$ cat src/rtl/clk_div_gen_pkg.sv
// ---------------------------------------------------------------------------
// clk_div_gen_pkg
// Shared types and helpers for the clk_div_gen clock-enable generator.
//   lock_state_t : lock FSM states (WARMUP, RUN)
//   cfg_state_t  : config FSM states (IDLE, PEND)
//   MIN_DIV      : smallest legal divide ratio
//   clamp_div    : raises ratios below MIN_DIV to MIN_DIV
//   clamp_phase  : limits a phase offset to ratio-1
// ---------------------------------------------------------------------------
package clk_div_gen_pkg;

    typedef enum logic {
        WARMUP = 1'b0,
        RUN    = 1'b1
    } lock_state_t;

    typedef enum logic {
        IDLE = 1'b0,
        PEND = 1'b1
    } cfg_state_t;

    localparam int MIN_DIV = 2;

    function automatic logic [31:0] clamp_div(input logic [31:0] d);
        return (d < 32'(MIN_DIV)) ? 32'(MIN_DIV) : d;
    endfunction

    // d is assumed already clamped, so d-1 never underflows.
    function automatic logic [31:0] clamp_phase(input logic [31:0] p, input logic [31:0] d);
        return (p >= d) ? (d - 32'd1) : p;
    endfunction

endpackage

$ cat src/rtl/clk_div_chan.sv
// ---------------------------------------------------------------------------
// clk_div_chan
// One output channel: divide ratio and period counter, the load-on-boundary
// logic for a pending reconfiguration, and the output flops.
// Phase offset support is compiled in with CLK_DIV_GEN_PHASE_EN.
//
// Ports
//   clkin        in   clock
//   reset        in   async active-high reset
//   i_run        in   lock FSM currently in RUN
//   i_run_next   in   lock FSM will be in RUN next cycle
//   i_upd        in   a pending update targets this channel
//   i_new_div    in   pending (clamped) divide ratio
//   i_new_phase  in   pending (clamped) phase offset (macro only)
//   o_boundary   out  this cycle is the last cycle of the current period
//   o_clk_en     out  one-cycle strobe at cnt==0
//   o_clk_div    out  square wave, high while cnt < div/2
// ---------------------------------------------------------------------------
module clk_div_chan
    import clk_div_gen_pkg::*;
#(
    parameter int DIV_W       = 8,
    parameter int DEFAULT_DIV = 32
) (
    input  logic             clkin,
    input  logic             reset,
    input  logic             i_run,
    input  logic             i_run_next,
    input  logic             i_upd,
    input  logic [DIV_W-1:0] i_new_div,
`ifdef CLK_DIV_GEN_PHASE_EN
    input  logic [DIV_W-1:0] i_new_phase,
`endif
    output logic             o_boundary,
    output logic             o_clk_en,
    output logic             o_clk_div
);

    logic [DIV_W-1:0] r_div;
    logic [DIV_W-1:0] r_cnt;
    logic             r_clk_en;
    logic             r_clk_div;

    logic             w_wrap;
    logic [DIV_W-1:0] w_load_cnt;
    logic [DIV_W-1:0] w_div_next;
    logic [DIV_W-1:0] w_cnt_next;
    logic             w_en_next;
    logic             w_div_out_next;

    // Starting count after an update; a phase of p delays the first strobe
    // of the new period by p cycles.
`ifdef CLK_DIV_GEN_PHASE_EN
    assign w_load_cnt = (i_new_phase == '0) ? '0 : (i_new_div - i_new_phase);
`else
    assign w_load_cnt = '0;
`endif

    always_comb begin
        w_wrap     = (r_cnt == (r_div - DIV_W'(1)));
        w_div_next = r_div;
        w_cnt_next = '0;
        if (i_run) begin
            if (w_wrap) begin
                if (i_upd) begin
                    w_div_next = i_new_div;
                    w_cnt_next = w_load_cnt;
                end
            end else begin
                w_cnt_next = r_cnt + DIV_W'(1);
            end
        end
        // Outputs are registered from next-state values so they line up
        // with the count they describe.
        w_en_next      = i_run_next && (w_cnt_next == '0);
        w_div_out_next = i_run_next && (w_cnt_next < (w_div_next >> 1));
    end

    assign o_boundary = i_run && w_wrap;

    always_ff @(posedge clkin or posedge reset) begin
        if (reset) begin
            r_div     <= DIV_W'(DEFAULT_DIV);
            r_cnt     <= '0;
            r_clk_en  <= 1'b0;
            r_clk_div <= 1'b0;
        end else begin
            r_div     <= w_div_next;
            r_cnt     <= w_cnt_next;
            r_clk_en  <= w_en_next;
            r_clk_div <= w_div_out_next;
        end
    end

    assign o_clk_en  = r_clk_en;
    assign o_clk_div = r_clk_div;

endmodule

$ cat src/rtl/clk_div_gen.sv
// ---------------------------------------------------------------------------
// clk_div_gen
// Multi-channel clock-enable generator. Holds all channels idle during a
// warm-up period after reset, then runs NCH independent dividers. Ratio (and
// optionally phase) updates are queued and applied at the target channel's
// period boundary so no runt pulses are produced.
// Optional feature macro: CLK_DIV_GEN_PHASE_EN adds cfg_phase.
//
// Ports
//   clkin      in   sole clock, rising edge
//   reset      in   async active-high reset
//   cfg_valid  in   reconfiguration request
//   cfg_ready  out  request accepted when cfg_valid && cfg_ready
//   cfg_ch     in   target channel
//   cfg_div    in   new divide ratio (values < 2 become 2)
//   cfg_phase  in   new phase offset (macro only, clamped to div-1)
//   clk_en     out  per-channel one-cycle strobe per period
//   clk_div    out  per-channel divided square wave
//   lock       out  channels running
// ---------------------------------------------------------------------------
module clk_div_gen
    import clk_div_gen_pkg::*;
#(
    parameter int NCH         = 2,
    parameter int DIV_W       = 8,
    parameter int LOCK_CYCLES = 16,
    parameter int DEFAULT_DIV = 32
) (
    input  logic                                  clkin,
    input  logic                                  reset,
    input  logic                                  cfg_valid,
    output logic                                  cfg_ready,
    input  logic [((NCH > 1) ? $clog2(NCH) : 1)-1:0] cfg_ch,
    input  logic [DIV_W-1:0]                      cfg_div,
`ifdef CLK_DIV_GEN_PHASE_EN
    input  logic [DIV_W-1:0]                      cfg_phase,
`endif
    output logic [NCH-1:0]                        clk_en,
    output logic [NCH-1:0]                        clk_div,
    output logic                                  lock
);

    localparam int CH_W   = (NCH > 1) ? $clog2(NCH) : 1;
    localparam int WARM_W = (LOCK_CYCLES > 1) ? $clog2(LOCK_CYCLES) : 1;
    localparam logic [WARM_W-1:0] WARM_INIT = WARM_W'(LOCK_CYCLES - 1);

    lock_state_t      r_lock_state;
    logic [WARM_W-1:0] r_warm;
    logic             r_lock;

    cfg_state_t       r_cfg_state;
    logic             r_ready;
    logic [CH_W-1:0]  r_pend_ch;
    logic [DIV_W-1:0] r_pend_div;
`ifdef CLK_DIV_GEN_PHASE_EN
    logic [DIV_W-1:0] r_pend_phase;
    logic [DIV_W-1:0] w_cfg_phase_cl;
`endif

    logic             w_run_next;
    logic             w_ch_valid;
    logic             w_applied;
    logic [DIV_W-1:0] w_cfg_div_cl;
    logic [NCH-1:0]   w_upd;
    logic [NCH-1:0]   w_boundary;

    // RUN is sticky, so next-cycle run is simply "already running or the
    // warm-up down-counter has reached terminal count".
    assign w_run_next = (r_lock_state == RUN) || (r_warm == '0);

    always_ff @(posedge clkin or posedge reset) begin
        if (reset) begin
            r_lock_state <= WARMUP;
            r_warm       <= WARM_INIT;
            r_lock       <= 1'b0;
        end else begin
            case (r_lock_state)
                WARMUP: begin
                    if (r_warm == '0) begin
                        r_lock_state <= RUN;
                        r_lock       <= 1'b1;
                    end else begin
                        r_warm <= r_warm - WARM_W'(1);
                    end
                end
                RUN: begin
                    r_lock <= 1'b1;
                end
            endcase
        end
    end

    assign w_cfg_div_cl = DIV_W'(clamp_div(32'(cfg_div)));
`ifdef CLK_DIV_GEN_PHASE_EN
    assign w_cfg_phase_cl = DIV_W'(clamp_phase(32'(cfg_phase), 32'(w_cfg_div_cl)));
`endif

    assign w_ch_valid = (int'(r_pend_ch) < NCH);
    assign w_applied  = |(w_boundary & w_upd);

    always_ff @(posedge clkin or posedge reset) begin
        if (reset) begin
            r_cfg_state  <= IDLE;
            r_ready      <= 1'b0;
            r_pend_ch    <= '0;
            r_pend_div   <= DIV_W'(MIN_DIV);
`ifdef CLK_DIV_GEN_PHASE_EN
            r_pend_phase <= '0;
`endif
        end else begin
            case (r_cfg_state)
                IDLE: begin
                    if (cfg_valid && r_ready) begin
                        r_cfg_state  <= PEND;
                        r_ready      <= 1'b0;
                        r_pend_ch    <= cfg_ch;
                        r_pend_div   <= w_cfg_div_cl;
`ifdef CLK_DIV_GEN_PHASE_EN
                        r_pend_phase <= w_cfg_phase_cl;
`endif
                    end else begin
                        r_ready <= w_run_next;
                    end
                end
                PEND: begin
                    // An out-of-range channel is dropped after one cycle.
                    if (!w_ch_valid || w_applied) begin
                        r_cfg_state <= IDLE;
                        r_ready     <= w_run_next;
                    end
                end
            endcase
        end
    end

    assign cfg_ready = r_ready;
    assign lock      = r_lock;

    for (genvar g = 0; g < NCH; g++) begin : g_chan
        assign w_upd[g] = (r_cfg_state == PEND) && (int'(r_pend_ch) == g);

        clk_div_chan #(
            .DIV_W       (DIV_W),
            .DEFAULT_DIV (DEFAULT_DIV)
        ) u_chan (
            .clkin       (clkin),
            .reset       (reset),
            .i_run       (r_lock),
            .i_run_next  (w_run_next),
            .i_upd       (w_upd[g]),
            .i_new_div   (r_pend_div),
`ifdef CLK_DIV_GEN_PHASE_EN
            .i_new_phase (r_pend_phase),
`endif
            .o_boundary  (w_boundary[g]),
            .o_clk_en    (clk_en[g]),
            .o_clk_div   (clk_div[g])
        );
    end

endmodule

$ cat config.mk
export PLATFORM = sky130hd
export DESIGN_NAME = clk_div_gen
export DESIGN_NICKNAME = d
export VERILOG_FILES = /design/src/rtl/clk_div_gen_pkg.sv /design/src/rtl/clk_div_chan.sv /design/src/rtl/clk_div_gen.sv
export SDC_FILE = /design/constraint.sdc
export NUM_CORES = 1
export LEC_CHECK = 0
export CAP_MARGIN = 20
export CORE_UTILIZATION = 60
export CTS_BUF_LIST = sky130_fd_sc_hd__clkbuf_16
export CTS_CLUSTER_SIZE = 24
export DETAILED_ROUTE_END_ITERATION = 8
export GPL_TIMING_DRIVEN = 0
export PLACE_DENSITY = 0.84
export SETUP_SLACK_MARGIN = 0.3
export SLEW_MARGIN = 30
export SYNTH_ARGS = -nofsm -noshare
export SYNTH_HDL_FRONTEND = slang
export SYNTH_SLANG_ARGS = --single-unit
$ cat constraint.sdc
create_clock -name clkin -period 5.35 [get_ports clkin]
set_input_delay 0.535 -clock clkin [delete_from_list [all_inputs] [get_ports clkin]]
set_output_delay 0.535 -clock clkin [all_outputs]
set_load 0.01 [all_outputs]
==> results of run 1 <==
[final cells by class]
cell class / count / area (µm²)
inverters: 27 / 104
multi-input cells: 211 / 1550
clock inverters: 3 / 68.8
repair buffers: 17 / 170
fillers: 373 / 1290
clock buffers: 5 / 125
flip-flops and latches: 53 / 1340
plain buffers: 14 / 88.8
well taps: 67 / 83.8
[metrics by stage]
stage | setup slack [ps] | power (mW)
after global placement | 1530 | 0.564
after floorplan | 2040 | 0.529
final | 1200 | 0.978
after CTS | 1230 | 0.983
after detailed placement | 1470 | 0.569
after global routing | 1030 | 1.01
[cells in the mapped netlist, types with 2 or more instances]
| cell | instances |
|---|---|
| a21o_1 | 2 |
| nand3_1 | 10 |
| a41oi_1 | 2 |
| nor3_1 | 9 |
| buf_6 | 2 |
| dfrtp_1 | 46 |
| nor4_2 | 2 |
| nand2_1 | 15 |
| mux2i_1 | 14 |
| a31oi_1 | 3 |
| a211oi_1 | 2 |
| nand2b_1 | 6 |
| nor4_1 | 6 |
| buf_2 | 4 |
| dfstp_2 | 7 |
| xnor2_1 | 20 |
| xor2_1 | 14 |
| o21a_1 | 4 |
| nor2_1 | 28 |
| ha_1 | 17 |
| o21ai_0 | 9 |
| buf_4 | 4 |
| nand3b_1 | 4 |
| mux2_2 | 8 |
| inv_1 | 27 |
| a211oi_2 | 2 |
| clkbuf_1 | 3 |
| nand4_1 | 4 |
| and3_1 | 3 |
| a21oi_1 | 9 |
[kinds of logic (layout without fill, tap and decap cells)]
family / count (synthesis) / count (layout) / synth area share, %
and+or+nand+nor: 95 / 95 / 16.6
DFF: 53 / 53 / 43.4
AOI/OAI and AO/OA: 43 / 43 / 9.73
buffers and inverters: 41 / 66 / 6.19
xor gates and xnor gates: 34 / 34 / 9.69
muxes: 22 / 22 / 7.49
adders and majority gates: 17 / 17 / 6.92
[worst max-delay path by stage]
stage                                     startpoint                              endpoint  cells past startpoint  slack (ps)
2_1_floorplan  g_chan[0].u_chan.r_div[0]$_DFFE_PP0P_  g_chan[0].u_chan.o_clk_div$_DFF_PP0_                     17        2040
3_3_place_gp   g_chan[0].u_chan.r_div[0]$_DFFE_PP0P_  g_chan[0].u_chan.o_clk_div$_DFF_PP0_                     17        1530
3_5_place_dp   g_chan[0].u_chan.r_div[0]$_DFFE_PP0P_  g_chan[0].u_chan.o_clk_div$_DFF_PP0_                     17        1470
4_1_cts        g_chan[0].u_chan.r_div[0]$_DFFE_PP0P_  g_chan[0].u_chan.o_clk_div$_DFF_PP0_                     17        1230
5_1_grt        g_chan[0].u_chan.r_div[0]$_DFFE_PP0P_  g_chan[0].u_chan.o_clk_div$_DFF_PP0_                     17        1030
6_report       g_chan[0].u_chan.r_div[0]$_DFFE_PP0P_  g_chan[0].u_chan.o_clk_div$_DFF_PP0_                     17        1200
[sequential cells by signal, summed over array words and instances (netlist names)]
name / count
g_chan.u_chan.r_cnt: 16
g_chan.u_chan.r_div: 16
r_pend_div: 8
r_warm: 4
g_chan.u_chan.o_clk_div: 2
g_chan.u_chan.o_clk_en: 2
cfg_ready: 1
lock: 1
r_cfg_state: 1
r_lock_state: 1
r_pend_ch: 1
[per-layer routing]
metal	vias up	global-route usage (%)	routed length (µm)
li1	1112	-	-
met1	1141	36.1	2920
met2	68	43.6	3110
met3	7	4.94	414
met4	0	9.40	93
met5	-	0	0
[critical path, stage by stage (launching register included)]
cell       delay, ps
dfrtp_1          320
clkbuf_2         180
inv_1             60
ha_1             280
xnor2_1          160
and4b_1          170
a41oi_1          160
nand2_1           90
nand4_1           70
buf_2            300
mux2i_1          280
ha_1             260
o21a_1           170
o21a_1           170
o2111ai_1        350
nor2_1            90
a2111oi_0        650
o221a_2          330
[power by group]
group / internal, mW / switching (mW)
sequential: 0.442 / 0.0363
clock: 0.270 / 0.148
combinational: 0.0491 / 0.0335
==> impl_metrics.tcl, run 1 <==
set metrics [dict create \
    status "complete, no violations" \
    die_area_um2 5410 \
    fin_skew_ps 6.85 \
    vdd_drop_max_uv 225 \
    dp_cells 389 \
    io_buffers 17 \
    tightest_slew_ps 915 \
    end_kind "flip-flop" \
    viasPerCell 5.86 \
    wl_per_cell_um 16.5 \
    finalMaxSlewViolations 0 \
    final_cell_area_um2 3520 \
    tritoncts "done" \
    cp.required_ps 5580 \
    fin_nets 358 \
    drv_cap 0 \
    num_io_pins 18 \
    fin_cells 397 \
    final_core_util_pct 73.2 \
    grt_pass1_vias 2269 \
    antenna_found_initial 0 \
    area_growth_pct 14.7 \
    avgSynthCellArea_um2 10.1 \
    fin_crit_sh_pct 77.5 \
    holdPathEnd "r_warm[1]$_DFFE_PP1P_" \
    netlist.area_leader.share_pct 37.4 \
    synth_warnings 0 \
    num_rows 25 \
    postCtsSetupBuffers 0 \
    hold_depth 2 \
    worstSetupPathType "reg -> reg" \
    root_buffer "clkbuf_16" \
    yosys.area.top_type "dfrtp_1" \
    max_freq_mhz 241 \
    clk_path_buf_depth 2 \
    start_util_pct 63.8 \
    rsz0062_at_grt "no" \
    r2r_cells 17 \
    post-route-drc-count 0 \
    final_hold_viol_count 0 \
    critPathLaunchType "flip-flop" \
    worstHoldStart "r_warm[1]$_DFFE_PP1P_" \
    timing.rr.start "g_chan[0].u_chan.r_div[0]$_DFFE_PP0P_" \
    cts-buffers-inserted 5 \
    leakagePower_nw 1.75 \
    core-area_um2 4820 \
    drtPass1Iterations 4 \
    n_antenna_cell 0 \
    synth-seq-area-share_pct 43.4 \
    synth.net_count 334 \
    r2r_slack_ps 1200 \
    grt_pass1_wl_mm 10.6 \
    gp_congestion 0.835 \
    synth_edf_count 0 \
    overflow 0 \
    final_cell_mix "dfrtp_1 (46), nor2_1 (28), inv_1 (26)" \
    relSlewSlack_pct 39.0 \
    powerDensity_nw_per_um2 277 \
    synth_seq_cells 53 \
    detail_route.iter0.violations 102 \
    dp_hpwl_mm 4.60 \
    die_w_um 73.6 \
    vias 2328 \
    holdWs_ps 493 \
    drive_gt1_share_pct 13.0 \
    critical_path_peak_fanout 10 \
    clock-sinks 53 \
    synthFlopType "dfrtp_1" \
    cts_resized 0 \
    netlist_area_um2 3070 \
    finalCriticalPeriod_ps 4150 \
    worstPathArrival_ps 4380 \
    synth_area_leaders "dfrtp_1 (37%), ha_1 (6.9%), dfstp_2 (6.0%), xnor2_1 (5.7%), mux2i_1 (4.6%)" \
    clkTransAtPathRegs_ps 70 \
    ant_nets 0 \
    setup_viol_count_final 0 \
    cts_hold_buf 0 \
    grt_start_max_net_pins 54 \
    die_h_um 73.6 \
    synth_cells 305 \
    grt_use_total_pct 26.8 \
    hp-class "reg -> reg" \
    tns_ps 0 \
    async_reset_ff_share_pct 100 \
    layout_commonest_cell "dfrtp_1" \
    clk_latency_ps 290 \
    synth.distinct_cells 49 \
    drt-total-wl_mm 6.54 \
    worstReg2RegEnd "g_chan[0].u_chan.o_clk_div$_DFF_PP0_" \
    htree_levels 2 \
    dpl_cell_area_um2 3330 \
]
(Power assumes the default switching activity.)
==> inputs of run 2 (changes only) <==
- CORE_UTILIZATION: 60 -> 54
- PLACE_DENSITY: 0.84 -> 0.8
- clock period: 5.35 -> 3.4 ns (I/O delays scaled with it)
==> impl_metrics.tcl, run 2 (synthesis results as in run 1) <==
set metrics [dict create \
    status "complete, but fails checks" \
    violations "negative setup slack" \
    rsz0062_at_grt "yes" \
    total_power_mw 1.49 \
    viasPerCell 6.21 \
    overflow 0 \
    dp_hpwl_mm 4.73 \
    fin_ws_ps -7.66 \
    critical_path_peak_fanout 7 \
    die_h_um 77.5 \
    setup_viol_count_final 1 \
    crit_slowest_cell "dfrtp_1" \
    antenna_found_initial 0 \
    detail_route.iter0.violations 281 \
    root_buffer "clkbuf_16" \
    worstReg2RegEnd "g_chan[0].u_chan.o_clk_div$_DFF_PP0_" \
    fin_crit_sh_pct 100 \
    fin_skew_ps 4.79 \
    final_hold_viol_count 0 \
    gp_congestion 0.855 \
    final_cell_mix "dfrtp_1 (43), buf_4 (30), inv_1 (24)" \
    dpl_cell_area_um2 3390 \
    internal-power_mw 1.12 \
    grt_use_total_pct 27.4 \
    p_sw_share_pct 24.7 \
    cts-buffers-inserted 5 \
    num_io_pins 18 \
    drive_gt1_share_pct 31.6 \
    power_switching_mw 0.368 \
    vias 2670 \
    drt-total-wl_mm 8.77 \
    top_regs "g_chan.u_chan.r_cnt: 16 flops, g_chan.u_chan.r_div: 16 flops, r_pend_div: 8 flops" \
    worstPathArrival_ps 3640 \
    tritoncts "done" \
    layout_commonest_cell "dfrtp_1" \
    cpMostUsedCell "o21a_1" \
    grt_pass1_wl_mm 12.4 \
    critPathLaunchType "flip-flop" \
    max_freq_mhz 293 \
    grt_pass1_vias 2491 \
    n_antenna_cell 0 \
    grt_start_max_net_pins 28 \
    p_clk_share_pct 38.9 \
    seqPwrFrac_pct 51.8 \
    drtPass1Iterations 4 \
    cp.required_ps 3630 \
    wl_per_cell_um 20.4 \
    vdd_drop_max_uv 458 \
    r2r_slack_ps -8 \
    finalCriticalPeriod_ps 3410 \
    power_frac_comb_pct 9.2 \
    worstSetupPathType "reg -> reg" \
    core-area_um2 5510 \
    die_area_um2 6000 \
    r2r_cells 17 \
    io_buffers 17 \
    tightest_slew_ps 1180 \
    crit_buf_inv 3 \
    path_delay_family "compound AO/OA/AOI/OAI gates" \
    end_kind "flip-flop" \
    die_w_um 77.5 \
    clk_path_buf_depth 2 \
    finalMaxSlewViolations 0 \
    ant_nets 0 \
    final_cell_area_um2 4070 \
    clk_latency_ps 300 \
    area_growth_pct 32.5 \
    powerDensity_nw_per_um2 366 \
    clock-sinks 53 \
    critPathMaxStageDelay_ps 380 \
    post-route-drc-count 0 \
    htree_levels 2 \
    clkTransAtPathRegs_ps 70 \
    leakagePower_nw 1.86 \
    holdWs_ps 363 \
    drv_cap 0 \
    num_rows 27 \
    hp-class "in -> async" \
    fin_nets 386 \
    crit_chain "buf_8 -> inv_4 -> ha_4 -> xnor2_1 -> and4b_1 -> a41oi_2 -> nand2_2 -> nand4_1 -> buf_6 -> mux2i_4 -> ha_1 -> o21a_1 -> o21a_1 -> o2111ai_2 -> nor2_2 -> a2111oi_4 -> o221a_2" \
    start_util_pct 55.8 \
    relSlewSlack_pct 21.5 \
    timing.rr.start "g_chan[0].u_chan.r_div[0]$_DFFE_PP0P_" \
]
==> run 2: changes by cell type in the layout (fill, tap and decap cells not counted), sizes merged <==
cell / previous run / this run
clkbuf: 9 / 8
clkinvlp: 0 / 1
buf: 10 / 39
clkinv: 0 / 1
bufinv: 2 / 1
inv: 28 / 27
==> run 2: worst max path at each step <==
| stage | startpoint | depth (start not counted) | end |
|---|---|---|---|
| global placement | g_chan[0].u_chan.r_div[0]$_DFFE_PP0P_ | 15 | g_chan[0].u_chan.o_clk_div$_DFF_PP0_ |
| global route | g_chan[0].u_chan.r_div[0]$_DFFE_PP0P_ | 17 | g_chan[0].u_chan.o_clk_div$_DFF_PP0_ |
| detailed placement | g_chan[0].u_chan.r_div[0]$_DFFE_PP0P_ | 17 | g_chan[0].u_chan.o_clk_div$_DFF_PP0_ |
| floorplan | g_chan[0].u_chan.r_div[0]$_DFFE_PP0P_ | 17 | g_chan[0].u_chan.o_clk_div$_DFF_PP0_ |
| finish | g_chan[0].u_chan.r_div[0]$_DFFE_PP0P_ | 17 | g_chan[0].u_chan.o_clk_div$_DFF_PP0_ |
| CTS | g_chan[0].u_chan.r_div[0]$_DFFE_PP0P_ | 17 | g_chan[0].u_chan.o_clk_div$_DFF_PP0_ |
==> run 2: what timing repair did <==
action                                  CTS  global route
hold buffers                              0             0
endpoints found under the setup margin    2             2
pin swaps                                14            19
resized for setup                        28            33
buffers inserted                         17            10
==> run 2: per-stage QoR <==
| step | utilization (%) | setup TNS (ps) | setup slack (ps) | instances |
|---|---|---|---|---|
| finish | 74.0 | -7.66 | -7.66 | 430 |
| global route | 74.0 | -175 | -164 | 430 |
| CTS | 69.2 | 0 | 107 | 420 |
| detailed placement | 61.6 | -305 | -228 | 395 |
| global placement | 61.2 | -120 | -81.7 | 394 |
| floorplan | - | 0 | 323 | 305 |
==> run 2: layer usage <==
metal / GRT usage [%] / wire length, µm / vias up
met4: 12.1 / 420 / 0
met1: 36.1 / 3440 / 1305
met3: 5.88 / 685 / 41
met5: 0 / 0 / -
met2: 43.5 / 4220 / 166
li1: - / - / 1158
==> run 2: power groups by stage <==
stage	combinational [mW]	clock [mW]	sequential, mW
2_1_floorplan	0.0896	0	0.742
3_3_place_gp	0.125	0	0.758
3_5_place_dp	0.132	0	0.759
4_1_cts	0.135	0.581	0.758
5_1_grt	0.152	0.604	0.782
6_report	0.137	0.581	0.773
==> run 2: layout make-up <==
cell class	instances	area (µm²)
sequential	53	1340
inverter	27	106
timing repair buffer	45	397
tap	72	90.1
buffer	14	113
fill	353	1430
multi-input combinational	211	1860
clock inverter	3	41.3
clock buffer	5	125
==> inputs of run 3 (changes only) <==
- CORE_UTILIZATION: 54 -> 59
- PLACE_DENSITY: 0.8 -> 0.83
- clock period: 3.4 -> 3.3 ns (I/O delays scaled with it)
==> impl_metrics.tcl, run 3 (synthesis results as in run 1) <==
set metrics [dict create \
    status "complete, but fails checks" \
    violations "negative setup slack" \
    crit_chain "buf_2 -> nor3_1 -> xnor2_1 -> nand4b_4 -> nor4_4 -> buf_4 -> nand4_1 -> buf_4 -> mux2i_1 -> ha_1 -> nand3_1 -> nor2_1 -> o21a_1 -> a211oi_2" \
    drtPass1Iterations 5 \
    power_switching_mw 0.386 \
    r2r_cells 14 \
    finalMaxSlewViolations 0 \
    crit_slowest_cell "dfrtp_1" \
    internal-power_mw 1.15 \
    ant_nets 0 \
    clk_latency_ps 310 \
    vdd_drop_max_uv 328 \
    timing.rr.start "g_chan[1].u_chan.r_div[2]$_DFF_PP0_" \
    vias 2623 \
    critPathLaunchType "flip-flop" \
    fin_skew_ps 14.3 \
    critPathMaxStageDelay_ps 380 \
    crit_buf_inv 3 \
    die_h_um 74.2 \
    cts_hold_buf 0 \
    fin_crit_sh_pct 107 \
    layout_commonest_cell "dfrtp_1" \
    hp-class "in -> async" \
    cts-buffers-inserted 5 \
    cp.required_ps 3470 \
    post-route-drc-count 0 \
    grt_pass1_vias 2411 \
    clkTransAtPathRegs_ps 80 \
    num_io_pins 18 \
    fin_nets 384 \
    dp_hpwl_mm 4.59 \
    fin_ws_ps -215 \
    grt_pass1_wl_mm 12.2 \
    clk_path_buf_depth 2 \
    finalCriticalPeriod_ps 3520 \
    wl_per_cell_um 20.0 \
    n_antenna_cell 0 \
    power_frac_comb_pct 9.0 \
    viasPerCell 6.20 \
    end_kind "flip-flop" \
    drt-total-wl_mm 8.48 \
    top_regs "g_chan.u_chan.r_cnt: 16 flops, g_chan.u_chan.r_div: 16 flops, r_pend_div: 8 flops" \
    worstPathArrival_ps 3690 \
    worstReg2RegEnd "g_chan[1].u_chan.o_clk_div$_DFF_PP0_" \
    place_ws_ps -288 \
    setup_viol_count_final 2 \
    die_w_um 74.2 \
    topRoutingLayerUsed "met4" \
    relSlewSlack_pct 26.4 \
    area_growth_pct 27.1 \
    antenna_found_initial 0 \
    drv_cap 0 \
    grt_use_total_pct 30.5 \
    final_cell_area_um2 3910 \
    grt_start_max_net_pins 54 \
    nFillCells 293 \
    num_rows 25 \
    max_freq_mhz 284 \
    clock-sinks 53 \
    p_clk_share_pct 38.9 \
    cpMostUsedCell "buf_4" \
    p_sw_share_pct 25.1 \
    leakagePower_nw 1.84 \
    root_buffer "clkbuf_16" \
    htree_levels 2 \
    critical_path_peak_fanout 8 \
    tritoncts "done" \
    io_buffers 17 \
    dpl_cell_area_um2 3370 \
    rsz0062_at_grt "yes" \
    gp_congestion 0.813 \
    final_hold_viol_count 0 \
    total_power_mw 1.54 \
    die_area_um2 5500 \
    routed-wl-met3_um 662 \
    seqPwrFrac_pct 52.1 \
    final_core_util_pct 80.1 \
    dr_wl_met2_mm 4.02 \
    powerDensity_nw_per_um2 394 \
    path_delay_family "simple AND/OR/NAND/NOR gates" \
    worstSetupPathType "reg -> reg" \
    tightest_slew_ps 1100 \
    holdWs_ps 462 \
    core-area_um2 4880 \
    drive_gt1_share_pct 26.7 \
    r2r_slack_ps -220 \
    detail_route.iter0.violations 331 \
    final_cell_mix "dfrtp_1 (42), buf_4 (29), nor2_1 (25), inv_1 (25), xnor2_1 (19)" \
    overflow 0 \
    wl_met1_mm 3.38 \
    start_util_pct 63.0 \
]
-- run 3: worst register-to-register path, stage by stage (launching register included) --
cell and delay [ps]:
dfrtp_1 380, buf_2 200, nor3_1 300, xnor2_1 250, nand4b_4 150, nor4_4 350, buf_4 180, nand4_1 230
buf_4 230, mux2i_1 140, ha_1 320, nand3_1 130, nor2_1 260, o21a_1 220, a211oi_2 60
-- run 3: metrics by stage --
| step | std cells | setup TNS, ps |
|---|---|---|
| floorplan | 305 | 0 |
| CTS | 412 | 0 |
| detailed placement | 389 | -288 |
| global placement | 389 | -230 |
| global route | 423 | -641 |
| finish | 423 | -396 |
-- run 3: metal layers --
layer  up-vias  global-route usage (%)
li1       1159                       -
met1      1240                    41.8
met2       178                    47.8
met3        46                    5.56
met4         0                    13.2
met5         -                       0
-- run 3: area by class of cell --
cell class	count	area [µm²]	share of cell area (%)
flip-flops and latches	53	1340	34.3
clock inverters	3	37.5	0.961
clock buffers	5	125	3.20
plain buffers	14	105	2.69
multi-input cells	211	1730	44.4
well taps	67	83.8	2.15
repair buffers	43	378	9.67
inverters	27	104	2.66
-- run 3: power groups by stage --
| stage | Sequential, mW | Combinational (mW) | Clock [mW] |
|---|---|---|---|
| 4_1_cts | 0.789 | 0.138 | 0.584 |
| 2_1_floorplan | 0.765 | 0.0922 | 0 |
| 3_3_place_gp | 0.784 | 0.130 | 0 |
| 5_1_grt | 0.806 | 0.154 | 0.627 |
| 6_report | 0.801 | 0.139 | 0.598 |
| 3_5_place_dp | 0.790 | 0.136 | 0 |
-- run 3: how the worst max path moves through the flow --
stage / startpoint / end / slack, ps / cells past startpoint
after global routing: g_chan[1].u_chan.r_div[2]$_DFF_PP0_ / g_chan[1].u_chan.o_clk_div$_DFF_PP0_ / -340 / 15
after floorplan: g_chan[0].u_chan.r_div[0]$_DFFE_PP0P_ / g_chan[0].u_chan.o_clk_div$_DFF_PP0_ / 230 / 17
after global placement: g_chan[0].u_chan.r_div[1]$_DFF_PP0_ / g_chan[0].u_chan.o_clk_div$_DFF_PP0_ / -220 / 16
final: g_chan[1].u_chan.r_div[2]$_DFF_PP0_ / g_chan[1].u_chan.o_clk_div$_DFF_PP0_ / -220 / 14
after detailed placement: g_chan[0].u_chan.r_div[2]$_DFF_PP0_ / g_chan[0].u_chan.o_clk_div$_DFF_PP0_ / -290 / 14
after CTS: g_chan[0].u_chan.r_div[0]$_DFFE_PP0P_ / g_chan[0].u_chan.o_clk_div$_DFF_PP0_ / 70 / 15
-- run 3: what timing repair did --
item / in CTS / in global routing
resized for setup: 20 / 15
endpoints found under the setup margin: 2 / 3
pin swaps: 14 / 13
buffers inserted: 15 / 11
==> patch: new RTL, settings of run 3 <==
Build with the macro `CLK_DIV_GEN_PHASE_EN` defined.
--- a/src/rtl/clk_div_chan.sv
+++ b/src/rtl/clk_div_chan.sv
@@ -16,6 +16,8 @@
 //   o_clk_en     out  one-cycle strobe at cnt==0
 //   o_clk_div    out  square wave, high while cnt < div/2
 // ---------------------------------------------------------------------------
+`define CLK_DIV_GEN_PHASE_EN
+
 module clk_div_chan
     import clk_div_gen_pkg::*;
 #(
Ports: changed (added cfg_phase); port bits go from 18 to 26. The function was not compared with the original's and may differ.
==> patch against run 3 <==
  * The flow still finishes with violations (negative setup slack)
  * Routed wire length grew 79%
  * Sequential power shrank 6.5%
  * Worst setup slack lost 3.2 ps
  * Final area grew 47%
  * Total power grew 18%
  * Sequential share of layout area shrank 7.4 points
  * Sequential cell count grew 8
  * Area after synthesis grew 37%
==> patch: results (changes against run 3) <==
outcome finished, violations left; failing checks negative setup slack; max_slew headroom 0.434 (+0.170); WL met1 5420 um (+60%); First DRT Iteration DRCs 550 (+66%); worst vdd rail ir drop 278 uV (-15%); Final TNS setup -219 ps (+178 ps); met1 Use GR 0.433 (+0.0147); largest net degree at the start of global routing 39 (-28%); GP Congestion 0.905 (+11%); Total GRT Usage 0.373 (+0.0682); syn nets 522 (+56%); wire length on met2 7250 um (+81%); Gate Count Post-Synth 468 (+53%); Lkg Pwr 0.00253 uW (+37%); R2R Path End g_chan[0].u_chan.o_clk_div$_DFF_PP0_; path depth of the worst reg2reg path 15 (+1); critical path startpoint g_chan[0].u_chan.r_div[0]$_DFFE_PP0P_; top post-synthesis cells by count 54 x dfrtp_1, 53 x nand2_1, 41 x inv_1, 33 x ha_1, 30 x xnor2_1; multi-input logic area 2870 um2 (+66%); Layout non-clock buf frac 0.129 (+0.00537); Crit path arrival time 3790 ps (+100 ps); distinct cell type count after synthesis 61 (+24%); met3 GRT Util 0.0733 (+0.0178); top layer in use met4; sequential share of cell area 0.269 (-0.0739); largest cells by area after synthesis dfrtp_1 32%, ha_1 9.8%, xnor2_1 6.2%; Worst-path clk slew 60 ps (-20 ps); comb_multi_in 348 (+65%); Clock Latency Late Sink 340 ps (+30 ps); Worst Path Max Fanout 4 (-4); CTS Buf Count 9 (+4); PortBufs 25 (+8); vias per std cell 6.67 (+7.6%); met3 wire length 1310 um (+98%); share of layout cells above drive strength 1 0.298 (+0.0310); Non-clk bufs 86 (+51%); met2 usage 0.649 (+0.171); DP Wirelength 7700 um (+68%); Inverters excl. clock 43 (+59%); Post-Layout Cell Count 650 (+54%); pre-CTS setup slack -726 ps (-438 ps); clock network area share 0.0511 (+0.00944); placed inst area 4650 um2 (+38%); clk_skew 10.8 ps (-3.48 ps); endpoints failing setup 1 (-1); # rows 30 (+20%); Nets 603 (+57%); seq_cells 61 (+15%); first-pass GRT wire length 20900 um (+72%); fill cell total of the finished layout 359 (+23%); Largest stage delay, worst path 450 ps (+70 ps); placed cells 590 (+52%); drt first pass iters 7 (+2); Hold Slack 323 ps (-139 ps); CTS H-tree depth 3 (+1); vias in the first global route 4203 (+74%); Worst Slack Setup Final -219 ps (-3.23 ps); Avg WL per Cell 23.4 um (+17%)
==> patch: power breakdown <==
group	internal, uW	leakage, uW	total (uW)	switching (uW)
clock	579	0.000143	936	356
combinational	59.6	0.00161	124	64.3
sequential	749	0.000776	749	0
==> patch: per-stage QoR <==
step	total power, uW	utilization
after floorplan	816	-
after global placement	854	0.674
after detailed placement	861	0.678
after CTS	1780	0.797
after global routing	1850	0.834
final	1810	0.834
==> patch: worst max-delay path, delay by kind of cell (launching register included) <==
family          cells  cell delay (ps)
xor+xnor            1              200
flops               1              450
compound gates      4              810
fa+ha+maj           2              610
simple gates        3              540
buf+inv             5              850
==> patch: cell families after synthesis <==
kind of cell | share of synthesized area
compound gates | 0.128
flops | 0.363
simple gates | 0.209
fa+ha+maj | 0.102
mux | 0.0432
xor+xnor | 0.0933
buf+inv | 0.0604
==> patch: what timing repair did <==
item | in CTS | in global routing
endpoints found under the hold margin | 0 | 0
pin swaps | 27 | 25
endpoints found under the setup margin | 10 | 11
resized for setup | 66 | 47
setup buffers | 34 | 10
